`src/rtl/unified_memory_arbiter_pkg.sv`:
```
// rtl/unified_memory_arbiter_pkg.sv - shared types for the fetch/data memory arbiter
package unified_memory_arbiter_pkg;

  typedef enum logic [1:0] {
    ARB_IDLE,
    ARB_ISSUE,
    ARB_WAIT,
    ARB_DONE
  } arbState_t;

  typedef enum logic {
    OWNER_FETCH,
    OWNER_DATA
  } owner_t;

endpackage

```
`src/rtl/arbiter_watchdog.sv`:
```
// rtl/arbiter_watchdog.sv - saturating wait-cycle counter that flags a memory that never answers
module arbiter_watchdog #(
  parameter int unsigned LIMIT = 255
) (
  input  logic clk,
  input  logic resetN,
  input  logic clear,
  input  logic enable,
  output logic expired
);

  localparam int unsigned COUNT_WIDTH = $clog2(LIMIT + 1);
  localparam logic [COUNT_WIDTH-1:0] LIMIT_VALUE = COUNT_WIDTH'(LIMIT);

  logic [COUNT_WIDTH-1:0] count;

  always_ff @(posedge clk or negedge resetN) begin
    if (!resetN) begin
      count <= '0;
    end else if (clear) begin
      count <= '0;
    end else if (enable && (count != LIMIT_VALUE)) begin
      count <= count + 1'b1;
    end
  end

  // Fires during the LIMIT-th enabled cycle, so the owner spends at most LIMIT cycles waiting.
  assign expired = enable && (count >= (LIMIT_VALUE - 1'b1));

endmodule

```
`src/rtl/unified_memory_arbiter.sv`:
```
// rtl/unified_memory_arbiter.sv - shares one variable-latency memory between fetch and load/store
module unified_memory_arbiter
  import unified_memory_arbiter_pkg::*;
#(
  parameter int unsigned ADDRESS_WIDTH  = 32,
  parameter int unsigned DATA_WIDTH     = 32,
  parameter int unsigned TIMEOUT_CYCLES = 255
) (
  input  logic                     clk,
  input  logic                     resetN,
  input  logic                     fetchRequest,
  input  logic [ADDRESS_WIDTH-1:0] fetchAddress,
  output logic                     fetchDone,
  output logic [DATA_WIDTH-1:0]    fetchReadData,
  input  logic                     dataRequest,
  input  logic                     dataWrite,
  input  logic [ADDRESS_WIDTH-1:0] dataAddress,
  input  logic [DATA_WIDTH-1:0]    dataWriteData,
  output logic                     dataDone,
  output logic [DATA_WIDTH-1:0]    dataReadData,
  output logic                     memRequest,
  output logic                     memWrite,
  output logic [ADDRESS_WIDTH-1:0] memAddress,
  output logic [DATA_WIDTH-1:0]    memWriteData,
  input  logic                     memAccept,
  input  logic                     memResponseValid,
  input  logic [DATA_WIDTH-1:0]    memReadData,
  output logic                     timeoutError
);

  arbState_t state, stateNext;
  owner_t    owner;

  logic startData, startFetch, accepted, responded, timedOut;
  logic waitActive, watchdogExpired;
  logic [DATA_WIDTH-1:0] captureData;

  always_ff @(posedge clk or negedge resetN) begin
    if (!resetN) begin
      state <= ARB_IDLE;
    end else begin
      state <= stateNext;
    end
  end

  always_comb begin
    stateNext  = state;
    startData  = 1'b0;
    startFetch = 1'b0;
    accepted   = 1'b0;
    responded  = 1'b0;
    timedOut   = 1'b0;
    fetchDone  = 1'b0;
    dataDone   = 1'b0;
    case (state)
      ARB_IDLE: begin
        // Data belongs to the older instruction, so it always wins a tie.
        if (dataRequest) begin
          startData = 1'b1;
          stateNext = ARB_ISSUE;
        end else if (fetchRequest) begin
          startFetch = 1'b1;
          stateNext  = ARB_ISSUE;
        end
      end
      ARB_ISSUE: begin
        if (memAccept) begin
          accepted  = 1'b1;
          stateNext = ARB_WAIT;
        end
      end
      ARB_WAIT: begin
        if (memResponseValid) begin
          responded = 1'b1;
          stateNext = ARB_DONE;
        end else if (watchdogExpired) begin
          timedOut  = 1'b1;
          stateNext = ARB_DONE;
        end
      end
      ARB_DONE: begin
        fetchDone = (owner == OWNER_FETCH);
        dataDone  = (owner == OWNER_DATA);
        stateNext = ARB_IDLE;
      end
      default: stateNext = ARB_IDLE;
    endcase
  end

  assign waitActive  = (state == ARB_WAIT);
  assign captureData = responded ? memReadData : '0;

  always_ff @(posedge clk or negedge resetN) begin
    if (!resetN) begin
      owner         <= OWNER_FETCH;
      memRequest    <= 1'b0;
      memWrite      <= 1'b0;
      memAddress    <= '0;
      memWriteData  <= '0;
      fetchReadData <= '0;
      dataReadData  <= '0;
      timeoutError  <= 1'b0;
    end else begin
      if (startData) begin
        owner        <= OWNER_DATA;
        memRequest   <= 1'b1;
        memWrite     <= dataWrite;
        memAddress   <= dataAddress;
        memWriteData <= dataWriteData;
      end else if (startFetch) begin
        owner        <= OWNER_FETCH;
        memRequest   <= 1'b1;
        memWrite     <= 1'b0;
        memAddress   <= fetchAddress;
        memWriteData <= '0;
      end else if (accepted) begin
        memRequest <= 1'b0;
      end
      // memWrite still holds the latched direction, so stores leave dataReadData alone.
      if (responded || timedOut) begin
        if (owner == OWNER_FETCH) begin
          fetchReadData <= captureData;
        end else if (!memWrite) begin
          dataReadData <= captureData;
        end
      end
      if (timedOut) begin
        timeoutError <= 1'b1;
      end
    end
  end

  arbiter_watchdog #(
    .LIMIT(TIMEOUT_CYCLES)
  ) watchdog (
    .clk    (clk),
    .resetN (resetN),
    .clear  (accepted),
    .enable (waitActive),
    .expired(watchdogExpired)
  );

endmodule

```
`config.mk`:
```
export PLATFORM = sky130hd
export DESIGN_NAME = unified_memory_arbiter
export DESIGN_NICKNAME = d
export VERILOG_FILES = /design/src/rtl/unified_memory_arbiter_pkg.sv /design/src/rtl/arbiter_watchdog.sv /design/src/rtl/unified_memory_arbiter.sv
export SDC_FILE = /design/constraint.sdc
export NUM_CORES = 1
export LEC_CHECK = 0
export ABC_AREA = 1
export CAP_MARGIN = 20
export CORE_AREA = 2 2 121 123
export DETAILED_ROUTE_END_ITERATION = 7
export DIE_AREA = 0 0 123 125
export PLACE_DENSITY = 0.93
export SLEW_MARGIN = 30
export SYNTH_ARGS = -nofsm -noshare
export SYNTH_HDL_FRONTEND = slang
export SYNTH_SLANG_ARGS = --single-unit
```
`constraint.sdc`:
```
create_clock -name clk -period 4.4 [get_ports clk]
set_clock_uncertainty 0.15 [all_clocks]
set_input_delay 0.88 -clock clk [delete_from_list [all_inputs] [get_ports clk]]
set_output_delay 0.88 -clock clk [all_outputs]
set_load 0.02 [all_outputs]
```
==> flow_metrics.tcl, run 1 <==
set metrics [dict create \
    status "completed" \
    wirelength_microns 19100 \
    cp-start-kind "register" \
    slew_viol_final 0 \
    p_per_area_nw_per_um2 728 \
    stdcell_count 1220 \
    synth_cell_types 24 \
    path_max_fanout 4 \
    antenna_found_initial 0 \
    vias_per_cell 5.04 \
    period_needed_ns 2.85 \
    cts.path.max_buffers 2 \
    max_stage_delay_ns 0.65 \
    cp.arrival_ns 1.82 \
    cts.htree.levels 4 \
    grt_usage 0.253 \
    grt-ovfl-total 0 \
    crit_type "reg -> out" \
    root_buffer "clkbuf_16" \
    io_pins 268 \
    ctsHoldBuffers 0 \
    die_w_microns 123 \
    clock-sinks 142 \
    globalplace.congestion 0.852 \
    synth_seq_cells 142 \
    max_freq_ghz 0.351 \
    ys_warn_count 0 \
    cts_setup_buffers 0 \
    insertedDiodeCount 0 \
    hold_path.class "reg -> reg" \
    clk_latency_ns 0.41 \
    leakagePower_nw 4.69 \
    crit_slowest_cell "clkdlybuf4s50_1" \
    async_reset_ff_frac 1.00 \
    start_util 0.444 \
    synth_flop_cell "dfrtp_1" \
    dp_cells 1190 \
    hold_viol_final 0 \
    synth_nets 919 \
    synth_top_area_share 0.564 \
    port_buffers 267 \
    die_area_sq_um 15400 \
    synth_edf_count 0 \
    core_sq_um 14200 \
    ir_worst_vdd_mv 0.499 \
    area_delta_synth_final_pct 53.3 \
    rows 44 \
    vias 6150 \
    path_cells "ha_1 -> inv_1 -> nor2_1 -> clkdlybuf4s50_1" \
    placed_area_sq_um 9020 \
    dr.pass1.iters 5 \
    avgSynthCellArea_sq_um 8.10 \
    cts_buffers 17 \
    rsz0062_at_grt "false" \
    yosys.cell_count.top_type "nand2_1" \
    yosysSeqAreaShare 0.564 \
    fillers 1077 \
    die-height_microns 125 \
    final_area_sq_um 9670 \
    reg2reg_slack_ns 1.90 \
    grt_pass1_vias 5940 \
    ys_top_cells_by_count "nand2_1, dfrtp_1, o21ai_0, inv_1, nor2_1" \
    ant_nets 0 \
    clk_pin_slew_worst_paths_ns 0.05 \
    drive_above_1_share 0.0483 \
    drc 0 \
    tritoncts "done" \
    grt_pass1_wl_microns 30000 \
    dp_hpwl_microns 13400 \
    grt_max_degree 76 \
    drt_iter0_drc 492 \
    cts_resized 0 \
    critPathCaptureType "output port" \
    finalNetCount 1166 \
    wire_per_inst_microns 15.7 \
    finalSetupTns_ns 0 \
    worstMarginPinSlew_ns 0.870 \
    period_share 0.648 \
    yosys.area.top_type "dfrtp_1" \
    synth_cells 778 \
    synth_area_sq_um 6300 \
    slew-limit-headroom 0.419 \
    cap_violations 0 \
    setup_violations 0 \
    yosys-top-cells-area "dfrtp_1, nand2_1, o21ai_0" \
    worstPathRequired_ns 3.37 \
]
==> critical path: cells and delay by family, from the launching register on <==
kind,cells,cell delay (ns)
buf+inv,2,0.70
flops,1,0.40
simple gates,1,0.09
fa+ha+maj,1,0.23
==> stage by stage <==
stage                     utilization  power [mW]  setup slack [ns]  hold slack, ns
after floorplan                     -        3.92              2.53           0.341
after global placement          0.635        5.37              1.38           0.298
after detailed placement        0.635        5.49              1.46           0.304
after CTS                       0.681        7.08              1.52           0.318
after global routing            0.681        7.45              1.40           0.332
final                           0.681        7.04              1.55           0.310
==> logic make-up (layout without fill, tap and decap cells) <==
family | count (synthesis) | in the layout | share of synthesized area
compound gates | 105 | 105 | 0.0839
xor+xnor | 1 | 1 | 0.00139
fa+ha+maj | 6 | 6 | 0.0119
buf+inv | 95 | 353 | 0.0673
flops | 142 | 142 | 0.564
simple gates | 429 | 429 | 0.272
==> cell usage in the layout, fill, tap and decap left out <==
| cell | instances |
|---|---|
| a21oi_1 | 34 |
| a22oi_1 | 1 |
| buf_12 | 1 |
| buf_2 | 1 |
| buf_4 | 3 |
| buf_6 | 1 |
| bufinv_16 | 5 |
| clkbuf_1 | 1 |
| clkbuf_16 | 17 |
| clkbuf_8 | 2 |
| clkdlybuf4s50_1 | 265 |
| clkinv_2 | 1 |
| clkinv_4 | 2 |
| clkinvlp_4 | 2 |
| dfrtp_1 | 142 |
| ha_1 | 5 |
| ha_2 | 1 |
| inv_1 | 48 |
| inv_2 | 3 |
| inv_4 | 1 |
| nand2_1 | 329 |
| nand2_2 | 3 |
| nand2_4 | 2 |
| nand3_1 | 40 |
| nand3_2 | 1 |
| nand4_1 | 2 |
| nor2_1 | 48 |
| nor2_2 | 2 |
| nor2_4 | 2 |
| o21ai_0 | 59 |
| o21ai_1 | 10 |
| o22ai_1 | 1 |
| xor2_1 | 1 |
==> where the power goes <==
part | internal [mW] | total [mW] | switching [mW]
logic | 1.35 | 3.25 | 1.90
registers | 1.87 | 2.22 | 0.348
clock network | 1.03 | 1.57 | 0.540
total | 4.25 | 7.04 | 2.79
==> registers in the layout, summed over array words and instances (netlist names) <==
| signal | count |
|---|---|
| dataReadData | 32 |
| fetchReadData | 32 |
| memAddress | 32 |
| memRequest | 1 |
| memWrite | 1 |
| memWriteData | 32 |
| owner | 1 |
| state | 2 |
| timeoutError | 1 |
| watchdog.count | 8 |
==> path summary, 6_finish.rpt <==
| path | from | endpoint | cells after the start |
|---|---|---|---|
| max | state[1] | fetchDone | 4 |
| min | timeoutError | timeoutError | 2 |
| max reg2reg | owner | dataReadData[16] | 5 |
| min reg2reg | timeoutError | timeoutError | 2 |
| max in group asynchronous | resetN | memAddress[30] | 2 |
| min in group asynchronous | resetN | dataReadData[5] | 1 |
==> cell type report <==
type                            count  area (sq um)  area share
Sequential cell                   142          3550       0.368
Timing Repair Buffer              271          2710       0.280
Multi-Input combinational cell    541          2330       0.241
Clock buffer                       20           457      0.0472
Tap cell                          184           230      0.0238
Inverter                           52           198      0.0205
Clock inverter                     10           188      0.0194
==> metal layers <==
metal  share of wire  wire length [microns]  vias up  GRT usage
met3           0.092                   1750       47     0.0739
met1            0.38                   7270     2874      0.303
met2            0.49                   9330      304      0.409
met5               0                      0        -          0
li1                -                      -     2925          -
met4           0.040                    769        0      0.136
No activity file was read; power rests on OpenSTA's default activity.
==> run 2, diff against run 1 <==
CORE_AREA = 2 2 131 133   (was 2 2 121 123)
DIE_AREA = 0 0 133 135   (was 0 0 123 125)
PLACE_DENSITY = 0.85   (was 0.93)
clock period = 2.4 ns   (was 4.4 ns; I/O delays follow)
==> run 2 against run 1 <==
Net effect:
- final cell count is 3.6% higher
- first-iteration DRC count decreased by 26%
- setup slack worse by 1.3 ns
- power grew 82%
- sequential cell count unchanged
- clock power up 71%
- non-clock buffer count is 8 higher
- die area up 17%
- sequential share of layout area down 0.34 points
- register-to-register slack lost 1.5 ns
- largest cell class unchanged
- highest routed layer unchanged
==> flow_metrics.tcl, run 2 (synthesis gave the netlist of run 1 again) <==
set metrics [dict create \
    status "completed" \
    layout.cells.most_common "nand2_1" \
    io_pins 268 \
    ir_worst_vdd_mv 0.761 \
    vias 6107 \
    grt_pass1_wl_microns 31100 \
    max_stage_delay_ns 0.70 \
    hold_viol_final 0 \
    period_needed_ns 2.18 \
    clk_latency_ns 0.42 \
    max_freq_ghz 0.459 \
    root_buffer "clkbuf_16" \
    die-height_microns 135 \
    critPathCaptureType "output port" \
    cp-start-kind "register" \
    cap_violations 0 \
    dr.pass1.iters 5 \
    p_seq_frac 0.316 \
    tritoncts "done" \
    grt_use_met2 0.369 \
    grt-ovfl-total 0 \
    port_buffers 267 \
    cp.arrival_ns 1.55 \
    worstMarginPinSlew_ns 0.595 \
    drt_iter0_drc 362 \
    antenna_found_initial 0 \
    period_share 0.908 \
    hold_path.class "in -> reg" \
    p_per_area_nw_per_um2 1310 \
    slew_viol_final 0 \
    critPathTopFamily "buffers and inverters" \
    crit_type "reg -> out" \
    internal_power_mw 7.66 \
    p_clk_frac 0.209 \
    core_sq_um 16400 \
    vias_per_cell 4.83 \
    rsz0062_at_grt "false" \
    globalplace.congestion 0.843 \
    utilization 0.595 \
    dp_hpwl_microns 14100 \
    path_cells "clkdlybuf4s50_1" \
    p_sw_frac 0.402 \
    grtUsageMet3 0.0687 \
    finalNetCount 1174 \
    area_delta_synth_final_pct 54.8 \
    busiest_layer "met2" \
    drive_above_1_share 0.0546 \
    finalSetupTns_ns 0 \
    cts.path.max_buffers 2 \
    insertedDiodeCount 0 \
    worst-path-buf-inv 1 \
    ant_nets 0 \
    grt_pass1_vias 6110 \
    cts_buffers 17 \
    use_met1 0.270 \
    wirelength_microns 19700 \
    combPwrFrac 0.475 \
    crit_slowest_cell "clkdlybuf4s50_1" \
    p_switching_mw 5.15 \
    die_w_microns 133 \
    setup_violations 0 \
    rows 47 \
    final_cell_mix "nand2_1, clkdlybuf4s50_1, dfrtp_1" \
    grt_max_degree 68 \
    placed_area_sq_um 9160 \
    cts_setup_buffers 0 \
    die_area_sq_um 18000 \
    clk_pin_slew_worst_paths_ns 0.06 \
    grt_usage 0.224 \
    slew-limit-headroom 0.603 \
    clock-sinks 142 \
    holdWs_ns 0.308 \
    worstPathRequired_ns 1.77 \
    wire_per_inst_microns 15.6 \
    fillers 1420 \
    start_util 0.384 \
    leakagePower_nw 4.73 \
    path_max_fanout 3 \
    cts.htree.levels 4 \
    drc 0 \
    final_area_sq_um 9760 \
]
-- run 2: power groups by stage --
| stage | Combinational, mW | Sequential (mW) | Clock [mW] |
|---|---|---|---|
| 4_1_cts | 6.15 | 4.05 | 2.74 |
| 3_3_place_gp | 5.99 | 4.05 | 0 |
| 2_1_floorplan | 2.01 | 5.18 | 0 |
| 5_1_grt | 6.57 | 4.17 | 2.84 |
| 3_5_place_dp | 6.14 | 4.07 | 0 |
| 6_report | 6.09 | 4.05 | 2.68 |
-- run 2: final timing paths --
path | endpoint | slack, ns | start | cells past startpoint
min | memWriteData[24] | 0.31 | dataRequest | 3
max | memWrite | 0.22 | memWrite | 1
min in group asynchronous | fetchReadData[0] | 0.40 | resetN | 2
max reg2reg | fetchReadData[10] | 0.42 | state[0] | 9
max in group asynchronous | fetchReadData[5] | 1.02 | resetN | 3
min reg2reg | timeoutError | 0.31 | timeoutError | 2
-- run 2: stage by stage --
| stage | power [mW] | cells | setup slack (ns) |
|---|---|---|---|
| 2_1_floorplan | 7.19 | 778 | 0.749 |
| 3_3_place_gp | 10.0 | 1233 | 0.376 |
| 3_5_place_dp | 10.2 | 1233 | 0.312 |
| 4_1_cts | 12.9 | 1264 | 0.182 |
| 5_1_grt | 13.6 | 1264 | 0.167 |
| 6_report | 12.8 | 1264 | 0.222 |
-- run 2: tightest hold or removal path, cell delays in order --
cell	delay, ns
buf_2	0.19
nand3_1	0.11
nand2_1	0.05
-- run 2: routing by layer --
layer | up-vias | routed length, microns
met1 | 2860 | 7920
met5 | - | 0
met3 | 40 | 1680
met4 | 0 | 629
met2 | 267 | 9500
li1 | 2940 | -
-- run 2: cell type report --
type                    instances  area (sq um)  share of cell area
clock buffers                  20           457              0.0468
clock inverters                10           139              0.0142
inverters                      52           195              0.0200
multi-input cells             541          2330               0.239
flip-flops and latches        142          3550               0.364
well taps                     220           275              0.0282
repair buffers                279          2810               0.288
-- run 2: timing repair --
| item | in CTS | in global routing |
|---|---|---|
| hold buffers | 1 | 0 |
| endpoints found under the hold margin | 38 | 0 |
| setup endpoints to repair | 2 | 0 |
| gates resized for setup | 2 | 0 |
==> run 3, diff against run 2 <==
CAP_MARGIN = 0   (was 20)
==> results of run 3 <==
Same layout as run 2: the final DEF is identical, and so are final timing and power.
